### src/rtl/mips_pkg.sv
// Shared MIPS constants: opcode encodings, fetch FSM state codes and default reset PC.
package mips_pkg;

   localparam logic [5:0] OP_RTYPE = 6'b000000;
   localparam logic [5:0] OP_LW    = 6'b100011;
   localparam logic [5:0] OP_SW    = 6'b101011;
   localparam logic [5:0] OP_BEQ   = 6'b000100;
   localparam logic [5:0] OP_ADDI  = 6'b001000;
   localparam logic [5:0] OP_J     = 6'b000010;

   localparam logic [1:0] IDLE  = 2'd0;
   localparam logic [1:0] FETCH = 2'd1;
   localparam logic [1:0] HOLD  = 2'd2;

   localparam logic [31:0] DEFAULT_RESET_PC = 32'h0000_0000;

endpackage

### src/rtl/fetch_unit_pc_next_sel.sv
// Next-PC selection: jump target, sign-extended branch target, or sequential pc+4.
module pc_next_sel #(
   parameter int unsigned ADDR_W = 32
) (
   input  logic [ADDR_W-1:0] pcplus4,
   input  logic [25:0]       instr,
   input  logic              pcsrc,
   input  logic              jump,
   output logic [ADDR_W-1:0] next_pc
);

   logic [ADDR_W-1:0] branch_off;
   logic [ADDR_W-1:0] branch_target;
   logic [ADDR_W-1:0] jump_target;

   always_comb begin
      branch_off    = {{(ADDR_W-16){instr[15]}}, instr[15:0]} << 2;
      branch_target = pcplus4 + branch_off;
      jump_target   = {pcplus4[ADDR_W-1:28], instr[25:0], 2'b00};
      next_pc       = pcplus4;
      if (jump)
         next_pc = jump_target;
      else if (pcsrc)
         next_pc = branch_target;
   end

endmodule

### src/rtl/fetch_unit.sv
// Instruction fetch stage: owns the PC, fetches over a req/ack handshake and holds
// each instruction until the datapath commits it.
module fetch_unit
   import mips_pkg::*;
#(
   parameter int unsigned       ADDR_W   = 32,
   parameter logic [ADDR_W-1:0] RESET_PC = DEFAULT_RESET_PC
) (
   input  logic              clk,
   input  logic              reset,
   output logic              imem_req,
   output logic [ADDR_W-1:0] imem_addr,
   input  logic              imem_ack,
   input  logic [31:0]       imem_rdata,
   input  logic              advance,
   input  logic              pcsrc,
   input  logic              jump,
   output logic [31:0]       instr,
   output logic [5:0]        opcode,
   output logic [5:0]        funct,
   output logic              instr_valid,
   output logic [ADDR_W-1:0] pc,
   output logic [ADDR_W-1:0] pcplus4
);

   logic [1:0]        state;
   logic [ADDR_W-1:0] next_pc;

   // Request is a pure function of state, so it drops the cycle after reset is sampled.
   assign imem_req  = (state == FETCH);
   assign imem_addr = pc;
   assign opcode    = instr[31:26];
   assign funct     = instr[5:0];
   assign pcplus4   = pc + {{(ADDR_W-3){1'b0}}, 3'd4};

   pc_next_sel #(
      .ADDR_W (ADDR_W)
   ) u_pc_next_sel (
      .pcplus4 (pcplus4),
      .instr   (instr[25:0]),
      .pcsrc   (pcsrc),
      .jump    (jump),
      .next_pc (next_pc)
   );

   always_ff @(posedge clk) begin
      if (reset) begin
         state       <= IDLE;
         pc          <= RESET_PC;
         instr       <= '0;
         instr_valid <= 1'b0;
      end else begin
         case (state)
            IDLE: state <= FETCH;
            FETCH: begin
               if (imem_ack) begin
                  instr       <= imem_rdata;
                  instr_valid <= 1'b1;
                  state       <= HOLD;
               end
            end
            HOLD: begin
               if (advance) begin
                  pc          <= next_pc;
                  instr_valid <= 1'b0;
                  state       <= FETCH;
               end
            end
            default: state <= IDLE;
         endcase
      end
   end

endmodule

### config.mk
export PLATFORM = sky130hd
export DESIGN_NAME = fetch_unit
export DESIGN_NICKNAME = d
export VERILOG_FILES = /design/src/rtl/mips_pkg.sv /design/src/rtl/fetch_unit_pc_next_sel.sv /design/src/rtl/fetch_unit.sv
export SDC_FILE = /design/constraint.sdc
export NUM_CORES = 1
export LEC_CHECK = 0
export BUFFER_PORTS_ARGS = -buffer_cell sky130_fd_sc_hd__buf_2
export CORE_MARGIN = 4
export CORE_UTILIZATION = 45
export DETAILED_ROUTE_END_ITERATION = 8
export PLACE_DENSITY = 0.72
export SLEW_MARGIN = 15
export SYNTH_ARGS = -nofsm -noshare
export SYNTH_HDL_FRONTEND = slang
export SYNTH_SLANG_ARGS = --single-unit
### constraint.sdc
create_clock -name clk -period 6.9 [get_ports clk]
set_input_delay 1.035 -clock clk [delete_from_list [all_inputs] [get_ports clk]]
set_output_delay 1.035 -clock clk [all_outputs]
set_load 0.02 [all_outputs]
==> impl_metrics.ini <==
[routing]
vias = 5558
first_iter_violations = 309
wl_per_cell_um = 16.5
viasPerCell = 5.61
firstDrtPassIters = 4
remaining_drc_errors = 0
routed_wl_um = 16300
final_antenna_net_count = 0

[worst_setup_path]
path_cells = ha_1, nand3_1, nor3_1, nand2_1, nor2_1, nand3_1, xnor2_1, ha_1, a21o_1, nand2b_1, a21o_1, a21oi_1, nor2_1, a21oi_1, xor2_1, o21bai_1, o2111ai_1
crit_family = simple AND/OR/NAND/NOR gates
cpPeakStageDelay_ps = 540
arrival_ps = 4390
path_class = reg2reg
path_buf_inv = 0
critPathSlowestCell = nor3_1
cp-end-kind = register
worstPathRequired_ps = 7100
critPathMaxFanout = 8
cp-start-kind = register

[timing]
rsz0062_at_grt = no
slew_viol_final = 0
worstMarginPinSlew_ps = 860
hold_viol = 0
timing.final.crit_share_pct = 60.7
skew_ps = 6.77
tns_ps = 0
setup_violations = 0
relSlewSlack_pct = 42.3
min_period_ps = 4190
max_freq_mhz = 239

[grt]
grt_max_degree = 63
grt_pass1_vias = 5123
grt_first_pass_wirelength_um = 26500
grt_overflow = 0
antenna_found_initial = 0
track_usage_pct = 23.2

[power_and_ir_drop]
p_per_area_nw_per_um2 = 181
p_leak_uw = 0.00310
power_uw = 1150
peakVddDrop_v = 0.000157

[layout]
multi_input_area_um2 = 3580
finish.net_count = 922
synthToLayoutAreaGrowth_pct = 17.4
drive_above_1_share_pct = 25.4
fillers = 1147
final-seq-area_um2 = 1300
n_antenna_cell = 0

[yosys]
yosysSeqAreaShare_pct = 24.1
synthFlopType = dfxtp_1
synthSimpleGateAreaFrac_pct = 22.4
synth_edf_count = 0
synthMuxAreaShare_pct = 1.39
synth_top_family_by_area = compound AO/OA/AOI/OAI gates
synth-compound-area-share_pct = 24.3
ys_types = 65
synth_fa_ha_area_share_pct = 9.40
synth_area_um2 = 5410
synth_xor_area_share_pct = 8.38
synth-warning-count = 0
synth.ff_latch_count = 65
avgSynthCellArea_um2 = 7.41
async_reset_ff_share_pct = 0
syn-instance-count = 729

[clock_tree]
cts.sinks = 65
htreeDepth = 3
clk_latency_ps = 340
clockBufferDepth = 2
clk_pin_slew_ps = 50
cts_root_buf = clkbuf_16
postCtsSetupRepairBufs = 0
post_cts_resized = 0
cts_buffers = 9
hold_buffers = 0
cts_tree = built

[floorplan]
num_rows = 39
dieArea_um2 = 13800
io-pin-count = 180
core_um2 = 11600
die_h_um = 118
initial_utilization_pct = 46.7
dieWidth_um = 118

[min_path]
hold_class = reg2reg

[job]
maxCapViolations = 0

[placement]
port_buffers = 173
place_congestion = 0.965
dp_hpwl_um = 12200

[status]
status = completed
==> worst min-delay path, stage by stage (launching register included) <==
cell and delay, ps:
dfxtp_1 310, nand2_1 50, a21oi_1 50
==> path summary, 6_finish.rpt <==
path / startpoint / to / slack, ps / cells past startpoint
worst max register to register: imem_addr[2] / imem_addr[31] / 2710 / 17
worst min register to register: instr[26] / instr[26] / 470 / 2
worst max-delay path: imem_addr[2] / imem_addr[31] / 2710 / 17
worst min-delay path: instr[26] / instr[26] / 470 / 2
==> cell usage in the layout (no fill, tap or decap), drive strengths merged, types with 3 or more instances in the layout <==
cell type | netlist | routed
a21o | 18 | 18
xnor2 | 32 | 32
inv | 14 | 14
and3 | 6 | 6
nor3 | 16 | 16
nand2b | 8 | 8
a221o | 3 | 3
nand2 | 125 | 125
a211oi | 22 | 22
o211ai | 12 | 12
mux2i | 6 | 6
or3 | 4 | 4
xor2 | 18 | 18
clkbuf | 29 | 13
nand4 | 9 | 9
o21bai | 7 | 7
nand3 | 21 | 21
dfxtp | 65 | 65
ha | 39 | 39
buf | 51 | 179
or2 | 3 | 3
nor2 | 65 | 65
and2 | 5 | 5
a21oi | 82 | 82
conb | 1 | 6
o21ai | 30 | 30
a31oi | 5 | 5
==> synthesized netlist by cell type (2+ instances only) <==
| cell type | number | area share (%) |
|---|---|---|
| a211oi_1 | 19 | 2.6 |
| a211oi_2 | 2 | 0.46 |
| a21o_1 | 18 | 2.5 |
| a21oi_1 | 81 | 7.5 |
| a221o_1 | 3 | 0.56 |
| a221oi_1 | 2 | 0.32 |
| a22o_1 | 2 | 0.32 |
| a2bb2oi_1 | 2 | 0.32 |
| a31oi_1 | 4 | 0.46 |
| a32o_1 | 2 | 0.37 |
| and2_1 | 4 | 0.46 |
| and3_1 | 5 | 0.58 |
| and4_1 | 2 | 0.32 |
| buf_2 | 2 | 0.19 |
| buf_4 | 48 | 6.7 |
| clkbuf_1 | 29 | 2.0 |
| dfxtp_1 | 65 | 24 |
| ha_1 | 39 | 9.0 |
| inv_1 | 14 | 0.97 |
| mux2i_1 | 6 | 1.1 |
| nand2_1 | 124 | 8.6 |
| nand2b_1 | 8 | 0.93 |
| nand3_1 | 21 | 1.9 |
| nand4_1 | 7 | 0.81 |
| nand4_2 | 2 | 0.46 |
| nor2_1 | 64 | 4.4 |
| nor3_1 | 14 | 1.3 |
| nor3_4 | 2 | 0.60 |
| o2111ai_1 | 2 | 0.32 |
| o211ai_1 | 12 | 1.7 |
| o21a_1 | 2 | 0.28 |
| o21ai_0 | 22 | 2.0 |
| o21ai_1 | 8 | 0.74 |
| o21bai_1 | 7 | 0.97 |
| o22ai_1 | 2 | 0.23 |
| o31a_1 | 2 | 0.32 |
| o31ai_1 | 2 | 0.28 |
| or2_2 | 3 | 0.35 |
| or3_1 | 3 | 0.35 |
| xnor2_1 | 30 | 4.9 |
| xnor2_2 | 2 | 0.60 |
| xor2_1 | 18 | 2.9 |
==> state kept, by name, summed over array words and instances, names as in the netlist <==
name and count:
imem_addr 30, state 2, instr_valid 1, instr 32
==> stage by stage <==
stage | instances | instance area, µm² | hold slack (ps) | utilization (%) | setup slack, ps
after CTS | 991 | 6350 | 465 | 54.9 | 2740
after detailed placement | 976 | 6030 | 453 | 52.1 | 2740
after floorplan | 734 | 5420 | 510 | - | 2970
after global routing | 991 | 6350 | 490 | 54.9 | 2380
final | 991 | 6350 | 466 | 54.9 | 2710
after global placement | 976 | 6030 | 449 | 52.1 | 2920
==> cell families (layout without fill, tap and decap cells) <==
family / Yosys count / after routing
mux: 7 / 7
fa+ha+maj: 40 / 40
xor+xnor: 50 / 50
buf+inv: 95 / 209
simple gates: 267 / 267
compound gates: 204 / 204
flops: 65 / 65
other cells: 1 / 6
==> layer usage <==
metal	vias to the layer above	GRT usage [%]	wire, µm
li1	2741	-	-
met4	0	6.37	303
met3	24	5.53	1300
met2	224	38.7	7560
met5	-	0	0
met1	2569	30.2	7170
==> where the power goes <==
| part | internal, µW | total [µW] | switching [µW] |
|---|---|---|---|
| sequential | 396 | 420 | 24.1 |
| clock | 316 | 486 | 169 |
| combinational | 84.7 | 246 | 161 |
| total | 797 | 1150 | 355 |
==> area by class of cell <==
type / count / area share [%]
inverters: 15 / 0.887
well taps: 143 / 2.82
multi-input cells: 574 / 56.5
clock inverters: 2 / 0.552
clock buffers: 13 / 4.42
flip-flops and latches: 65 / 20.5
repair buffers: 179 / 14.4
No activity file was read; power rests on OpenSTA's default activity.
